==> src/rtl/mod_mult_pipe.sv <==
// Multi-lane pipelined modular multiplier, res = (a*b) mod Q per lane, fully reduced.
// Barrett reduction with two trailing corrections so any W-bit operand pair is legal.
module mod_mult_pipe #(
  parameter int unsigned W          = 12,
  parameter int unsigned Q          = 3329,
  parameter int unsigned LANES      = 2,
  parameter int unsigned DSP_STAGES = 3,
  parameter int unsigned TAG_W      = 8
) (
  input  logic                 clk,
  input  logic                 rst,
  input  logic                 en,
  input  logic                 valid_in,
  input  logic [TAG_W-1:0]     tag_in,
  input  logic [LANES*W-1:0]   a,
  input  logic [LANES*W-1:0]   b,
  output logic                 valid_out,
  output logic [TAG_W-1:0]     tag_out,
  output logic [LANES*W-1:0]   res
);
  localparam int unsigned K   = 2 * W;
  localparam int unsigned LAT = DSP_STAGES + 4;
  localparam logic [K:0]   TWO_K = {1'b1, {K{1'b0}}};
  localparam logic [K-1:0] M     = K'(TWO_K / (K+1)'(Q));
  localparam logic [W+1:0] QR    = (W+2)'(Q);

  if (Q >= (64'd1 << W) || Q <= 2 || DSP_STAGES < 1) begin : g_bad_param
    $error("mod_mult_pipe: need 2 < Q < 2**W and DSP_STAGES >= 1");
  end

  // Valid and tag ride a plain shift register matching the datapath depth.
  logic [LAT-1:0]   valid_q, valid_d;
  logic [TAG_W-1:0] tag_q [LAT];
  logic [TAG_W-1:0] tag_d [LAT];

  always_comb begin
    valid_d  = {valid_q[LAT-2:0], valid_in};
    tag_d[0] = tag_in;
    for (int i = 1; i < LAT; i++) begin
      tag_d[i] = tag_q[i-1];
    end
  end

  always_ff @(posedge clk or posedge rst) begin
    if (rst) begin
      valid_q <= '0;
      for (int i = 0; i < LAT; i++) begin
        tag_q[i] <= '0;
      end
    end else if (en) begin
      valid_q <= valid_d;
      for (int i = 0; i < LAT; i++) begin
        tag_q[i] <= tag_d[i];
      end
    end
  end

  assign valid_out = valid_q[LAT-1];
  assign tag_out   = tag_q[LAT-1];

  for (genvar gi = 0; gi < LANES; gi++) begin : g_lane
    logic [W-1:0]   a_q, a_d, b_q, b_d;
    logic [K-1:0]   p_q [DSP_STAGES];
    logic [K-1:0]   p_d [DSP_STAGES];
    logic [K-1:0]   bp_q, bp_d;
    logic [K-1:0]   t_q, t_d;
    logic [W+1:0]   r_q, r_d;
    logic [W-1:0]   o_q, o_d;
    logic [2*K-1:0] pm;
    logic [W+1:0]   r1;

    always_comb begin
      a_d    = a[gi*W +: W];
      b_d    = b[gi*W +: W];
      p_d[0] = K'(a_q) * K'(b_q);
      for (int i = 1; i < DSP_STAGES; i++) begin
        p_d[i] = p_q[i-1];
      end
      pm   = (2*K)'(p_q[DSP_STAGES-1]) * (2*K)'(M);
      t_d  = K'(pm >> K);
      bp_d = p_q[DSP_STAGES-1];
      // Quotient estimate undershoots by at most 2, so r lands in [0, 3Q) and fits W+2 bits.
      r_d  = (W+2)'(bp_q - t_q * K'(Q));
      r1   = (r_q >= QR) ? (r_q - QR) : r_q;
      o_d  = (r1 >= QR) ? W'(r1 - QR) : W'(r1);
    end

    always_ff @(posedge clk or posedge rst) begin
      if (rst) begin
        a_q  <= '0;
        b_q  <= '0;
        for (int i = 0; i < DSP_STAGES; i++) begin
          p_q[i] <= '0;
        end
        bp_q <= '0;
        t_q  <= '0;
        r_q  <= '0;
        o_q  <= '0;
      end else if (en) begin
        a_q  <= a_d;
        b_q  <= b_d;
        for (int i = 0; i < DSP_STAGES; i++) begin
          p_q[i] <= p_d[i];
        end
        bp_q <= bp_d;
        t_q  <= t_d;
        r_q  <= r_d;
        o_q  <= o_d;
      end
    end

    assign res[gi*W +: W] = o_q;
  end

endmodule

==> config.mk <==
export PLATFORM = sky130hd
export DESIGN_NAME = mod_mult_pipe
export DESIGN_NICKNAME = d
export VERILOG_FILES = /design/src/rtl/mod_mult_pipe.sv
export SDC_FILE = /design/constraint.sdc
export NUM_CORES = 2
export LEC_CHECK = 0
export CORE_MARGIN = 5
export CORE_UTILIZATION = 40
export DETAILED_ROUTE_END_ITERATION = 16
export PLACE_DENSITY_LB_ADDON = 0.3
export SLEW_MARGIN = 15
export SYNTH_ARGS = -nofsm -noshare
export SYNTH_HDL_FRONTEND = slang
export SYNTH_SLANG_ARGS = --single-unit
==> constraint.sdc <==
create_clock -name clk -period 13.6 [get_ports clk]
set_input_delay 2.72 -clock clk [delete_from_list [all_inputs] [get_ports clk]]
set_output_delay 2.72 -clock clk [all_outputs]
set_load 0.1 [all_outputs]
==> Yosys cells after proc, flatten, opt, wreduce, memory -nomap -nowiden <==
Index checks and enable logic that the tools add are counted.
{ "classes": {"addsub": 6, "n_mul": 6, "order_cmp": 4, "muxes": 4} }
{ "ops": {"columns": ["operator", "count"], "rows": [
  ["multiplier 24 x 13 -> 37 bit (second input constant)", 2],
  ["greater-or-equal comparator 14 x 12 -> 1 bit (second input constant)", 4],
  ["multiplier 12 x 12 -> 24 bit", 2],
  ["multiplier 13 x 12 -> 14 bit (second input constant)", 2],
  ["2-to-1 mux 14 bit", 2],
  ["subtractor 14 x 12 -> 14 bit (second input constant)", 2],
  ["subtractor 14 bit", 2],
  ["2-to-1 mux 12 bit", 2],
  ["subtractor 12 bit (second input constant)", 2]
]} }
{ "word_totals": {"regBits": 361, "elab_cells": 46} }

==> Logic depth before layout (Yosys ltp) <==
{ "depth": {"depth_word": 4, "depth_mapped": 22, "depth_no_buf": 21} }

==> Worst setup path before layout <==
Ideal clock, no wire load.
{ "synth_path": {"kind": "register -> register", "startpoint": "register g_lane[0].p_q (netlist bit g_lane[0].bp_d[21])", "endpoint": "register g_lane[0].t_q[12]", "arrival_time_ns": 5.530, "required_ns": 13.505, "slack_ns": 7.975, "stages_incl_launch_ff": 21, "n_path_buf": 0, "period_less_slack_ns": 5.625, "cell_sequence": "dfrtp_1 inv_1 fa_1 fa_1 inv_1 fa_1 fa_1 inv_1 fa_1 inv_1 ha_1 and3_1 nand3_1 or3_1 o32ai_1 a211oi_1 o21ai_1 nand3_1 a311oi_1 nor3_1 o31ai_1"} }
{ "synth_via": {"elab_chain_len": 1} }
{ "synth_lines": {"columns": ["element", "line", "source"], "rows": [
  ["start, declared", "63", "logic [K-1:0] p_q [DSP_STAGES];"],
  ["start signal, assigned by index", "103", "p_q[i] <= p_d[i];"],
  ["multiplier 24 x 13 -> 37 bit", "79", "pm = (2*K)'(p_q[DSP_STAGES-1]) * (2*K)'(M);"],
  ["end signal, assigned", "106", "t_q <= t_d;"],
  ["end, declared", "66", "logic [K-1:0] t_q, t_d;"]
]} }
Every way passes these cells.
A chain may end at the register's enable or synchronous reset.

==> Worst setup path after layout <==
Same ends and word-level chain as after synthesis.

==> results_tabular.tex <==
\begin{tabular}{lr}
\hline
Metric & Value \\
\hline
\multicolumn{2}{l}{\textbf{Outcome}} \\
Run status & finished, final reports clean \\
\multicolumn{2}{l}{\textbf{Yosys}} \\
Sequential element share of the synthesized area & between 20\% and 30\% \\
Warning count from the yosys run & 0 \\
Dominant synthesized flop cell & sky130\_fd\_sc\_hd\_\_dfrtp\_1 \\
Post-Synthesis Cells & between 3k and 4k \\
Most instantiated library cell after synthesis & sky130\_fd\_sc\_hd\_\_inv\_1 \\
Net count of the mapped netlist & $\sim$4.5k \\
Flip-flop and latch count after synthesis & 361 \\
Post-synth EDFFs & 0 \\
Mapped cell area & about 37,000 um\^{}2 \\
Cell type with the largest total area after synthesis & sky130\_fd\_sc\_hd\_\_fa\_1 \\
Share of async-settable or async-resettable flops after synthesis & 100\% \\
Top area cells in the synthesized netlist & sky130\_fd\_sc\_hd\_\_fa\_1 (26\%), sky130\_fd\_sc\_hd\_\_dfrtp\_1 (25\%), sky130\_fd\_sc\_hd\_\_ha\_1 (15\%), sky130\_fd\_sc\_hd\_\_mux2\_2 (7.7\%), sky130\_fd\_sc\_hd\_\_inv\_1 (6.7\%) \\
List of most frequent post-synthesis cells & sky130\_fd\_sc\_hd\_\_inv\_1 (651), sky130\_fd\_sc\_hd\_\_fa\_1 (472), sky130\_fd\_sc\_hd\_\_ha\_1 (454) \\
Post-synth top area share & 25.7\% \\
Number of library cell types mapped by synthesis & 78 \\
Syn\_area\_per\_cell & about 11 um\^{}2 \\
\multicolumn{2}{l}{\textbf{Clock tree}} \\
Hold-fix buffer count after cts & 0 \\
Source-to-sink clock delay at the later pin of the worst-skew pair & just over 0.6 ns \\
Maximum number of buffers from clock root to sink & 3 \\
Resize count post-CTS & 0 \\
Clock tree from TritonCTS & done \\
Number of clock sinks seen by CTS & 361 \\
CTS buffer count & 46 \\
Post-CTS clock slew at the launch and capture registers of the worst setup and hold paths & approximately 0.060 ns \\
Count of buffers added by post-CTS timing repair for setup & 0 \\
H-tree Lvls & 2 \\
Root Driver & sky130\_fd\_sc\_hd\_\_clkbuf\_16 \\
\multicolumn{2}{l}{\textbf{Global routing}} \\
Pin count of the biggest net entering global routing & $\sim$120 \\
Most used routing layer in global routing & met2 \\
Fraction of met2 tracks used by global routing & approximately 28\% \\
Met3 layer usage reported by global route & under 10\% \\
Overall overflow remaining after global route & 0 \\
GR met1 Demand/Resource & 22.0\% \\
Via count of the first global-routing pass & between 20k and 30k \\
First-pass GRT wire length & roughly 130 mm \\
Initial antenna violation count & 1 \\
All-Layer GR Usage & around 16\% \\
\multicolumn{2}{l}{\textbf{Worst setup path}} \\
Cells on worst reg2reg path & 20 \\
Sort of element at the end of the critical path & register \\
Endpoint of the lowest-slack register-to-register path & g\_lane[0].t\_q[12] \\
Maximum fanout along the worst path & 5 \\
Critical path data required time & $\sim$14 ns \\
Crit path DAT & 7.00 ns \\
Internal reg-to-reg setup slack & 7.12 ns \\
Reg2Reg Launch Point & g\_lane[0].bp\_d[21] \\
Launching element type of the critical path & register \\
Kind of critical path & register to register \\
\multicolumn{2}{l}{\textbf{Routing}} \\
Wirelength per Cell & roughly 16 um \\
Final wirelength & around 76 mm \\
Number of design rule violations left after detail routing & 0 \\
Number of routed nets with antenna violations & 0 \\
Vias per inst & around 5.0 \\
Total via count in the routed design & $\sim$24k \\
Violation count after the first detailed-routing iteration & approximately 1.2k \\
Detailed-router iteration count before antenna repair & 5 \\
\multicolumn{2}{l}{\textbf{Flow run}} \\
Number of violations of the max-capacitance limit & 0 \\
\multicolumn{2}{l}{\textbf{STA}} \\
Unrepaired setup endpoints after global routing & false \\
Sum Neg Setup Slack & 0 ns \\
Clock period minus final worst setup slack & 6.48 ns \\
Final hold violations & 0 \\
Max-slew violation count & 0 \\
Actual transition at the worst max-transition pin & 1.02 ns \\
Slew Limit Headroom & between 30\% and 40\% \\
Number of setup violations in the final report & 0 \\
Final worst hold slack & $\sim$0.48 ns \\
Fin crit share & 47.6\% \\
Max Freq & between 150 and 200 MHz \\
Worst clock skew on the final layout & $\sim$0.023 ns \\
\multicolumn{2}{l}{\textbf{Placement}} \\
IO buf count & between 90 and 100 \\
Half-perimeter wire length after detailed placement & 60.7 mm \\
Placer's final routability congestion estimate & 0.864 \\
Placed instance count & between 4k and 5k \\
\multicolumn{2}{l}{\textbf{Finish}} \\
Share of post-route cells with drive strength above 1 & between 10\% and 20\% \\
Antenna Diode Count & 0 \\
Area overhead of the layout relative to synthesis & 9.61\% \\
Final-stage net count & roughly 4.5k \\
Post-route insts no fill & between 4k and 5k \\
\multicolumn{2}{l}{\textbf{Hold path}} \\
Endpoint of the worst hold-timing path & g\_lane[1].p\_d[44] \\
Worst Hold Depth & 2 \\
Hold path start & g\_lane[1].p\_d[44] \\
Hold crit path type & register to register \\
\multicolumn{2}{l}{\textbf{Floorplan}} \\
Core Rows & between 100 and 150 \\
Height of the die & $\sim$310 um \\
Overall die area & 98,000 um\^{}2 \\
Initial core utilization & between 40 and 50\% \\
Horizontal die dimension & about 310 um \\
Area of the core & around 91,000 um\^{}2 \\
Top-level port count & 93 \\
\hline
\end{tabular}
## metrics by stage
step | util, % | instance area, um^2 | setup WS [ns]
after global routing | 44.1 | 40300 | 6.68
after floorplan | - | 36700 | 0.861
final | 44.1 | 40300 | 7.12
after global placement | 42.4 | 38800 | 7.21
after CTS | 44.1 | 40300 | 7.08
after detailed placement | 42.4 | 38800 | 7.15
## flip-flops by register name, indices dropped and copies added (netlist names)
| name | cells |
|---|---|
| tag_d | 48 |
| valid_q | 7 |
| g_lane.bp_d | 48 |
| g_lane.r_q | 28 |
| g_lane.p_d | 96 |
| g_lane.bp_q | 28 |
| tag_out | 8 |
| g_lane.t_q | 26 |
| g_lane.o_q | 24 |
| g_lane.b_q | 24 |
| g_lane.a_q | 24 |
## per-layer routing
metal  vias up  share of wire [%]
met5         -                  0
met3        75                3.1
li1      11400                  -
met2       284                 49
met4         0                1.9
met1     12000                 46
## placed cells by master (no fill, tap or decap), types with 36 or more instances in the layout
cell type,Yosys,layout
sky130_fd_sc_hd__o21ai_0,107,107
sky130_fd_sc_hd__nand3_1,37,37
sky130_fd_sc_hd__clkdlybuf4s50_1,0,91
sky130_fd_sc_hd__nor2_1,74,74
sky130_fd_sc_hd__nand2_1,319,319
sky130_fd_sc_hd__inv_1,651,649
sky130_fd_sc_hd__a21oi_1,74,74
sky130_fd_sc_hd__fa_1,472,472
sky130_fd_sc_hd__nor3_1,36,36
sky130_fd_sc_hd__dfrtp_1,361,361
sky130_fd_sc_hd__clkbuf_16,0,46
sky130_fd_sc_hd__and2_1,108,108
sky130_fd_sc_hd__xnor2_1,84,84
sky130_fd_sc_hd__ha_1,454,454
sky130_fd_sc_hd__mux2_2,252,252
## worst max-delay path by stage
stage	from	to	cells past startpoint
finish	g_lane[0].bp_d[21]	g_lane[0].t_q[12]	20
global route	g_lane[0].bp_d[21]	g_lane[0].t_q[12]	20
CTS	g_lane[0].bp_d[21]	g_lane[0].t_q[12]	20
detailed placement	g_lane[0].bp_d[21]	g_lane[0].t_q[12]	20
global placement	en	g_lane[0].p_d[46]	8
floorplan	rst	g_lane[0].a_q[0]	1
## cell type report
class / count / area (um^2)
tap: 1186 / 1480
multi-input combinational: 2361 / 24800
timing repair buffer: 101 / 993
inverter: 651 / 2450
fill: 8632 / 51100
sequential: 361 / 9030
clock inverter: 30 / 314
clock buffer: 53 / 1210
## kinds of logic (layout without fill, tap and decap cells)
logic type | Yosys count | after routing | share of synthesized area (%)
buf+inv | 771 | 835 | 7.94
compound gates | 387 | 387 | 6.88
mux | 257 | 257 | 7.86
fa+ha+maj | 927 | 927 | 41.2
xor+xnor | 112 | 112 | 2.67
simple gates | 678 | 678 | 8.86
flops | 361 | 361 | 24.6
## critical path, cell delays in order, from the launching register on
cell                       delay (ns)
sky130_fd_sc_hd__dfrtp_1         0.54
sky130_fd_sc_hd__inv_1           0.20
sky130_fd_sc_hd__fa_1            0.51
sky130_fd_sc_hd__fa_1            0.49
sky130_fd_sc_hd__inv_1           0.05
sky130_fd_sc_hd__fa_1            0.48
sky130_fd_sc_hd__fa_1            0.54
sky130_fd_sc_hd__inv_1           0.05
sky130_fd_sc_hd__fa_1            0.49
sky130_fd_sc_hd__inv_1           0.06
sky130_fd_sc_hd__ha_1            0.32
sky130_fd_sc_hd__and3_1          0.20
sky130_fd_sc_hd__nand3_1         0.10
sky130_fd_sc_hd__or3_1           0.38
sky130_fd_sc_hd__o32ai_1         0.56
sky130_fd_sc_hd__a211oi_1        0.24
sky130_fd_sc_hd__o21ai_1         0.25
sky130_fd_sc_hd__nand3_1         0.20
sky130_fd_sc_hd__a311oi_1        0.42
sky130_fd_sc_hd__nor3_1          0.08
sky130_fd_sc_hd__o31ai_1         0.23
Power is left out: the tool's default activity adds up to more than one toggle a clock period on the data nets, which glitch-free logic cannot reach.
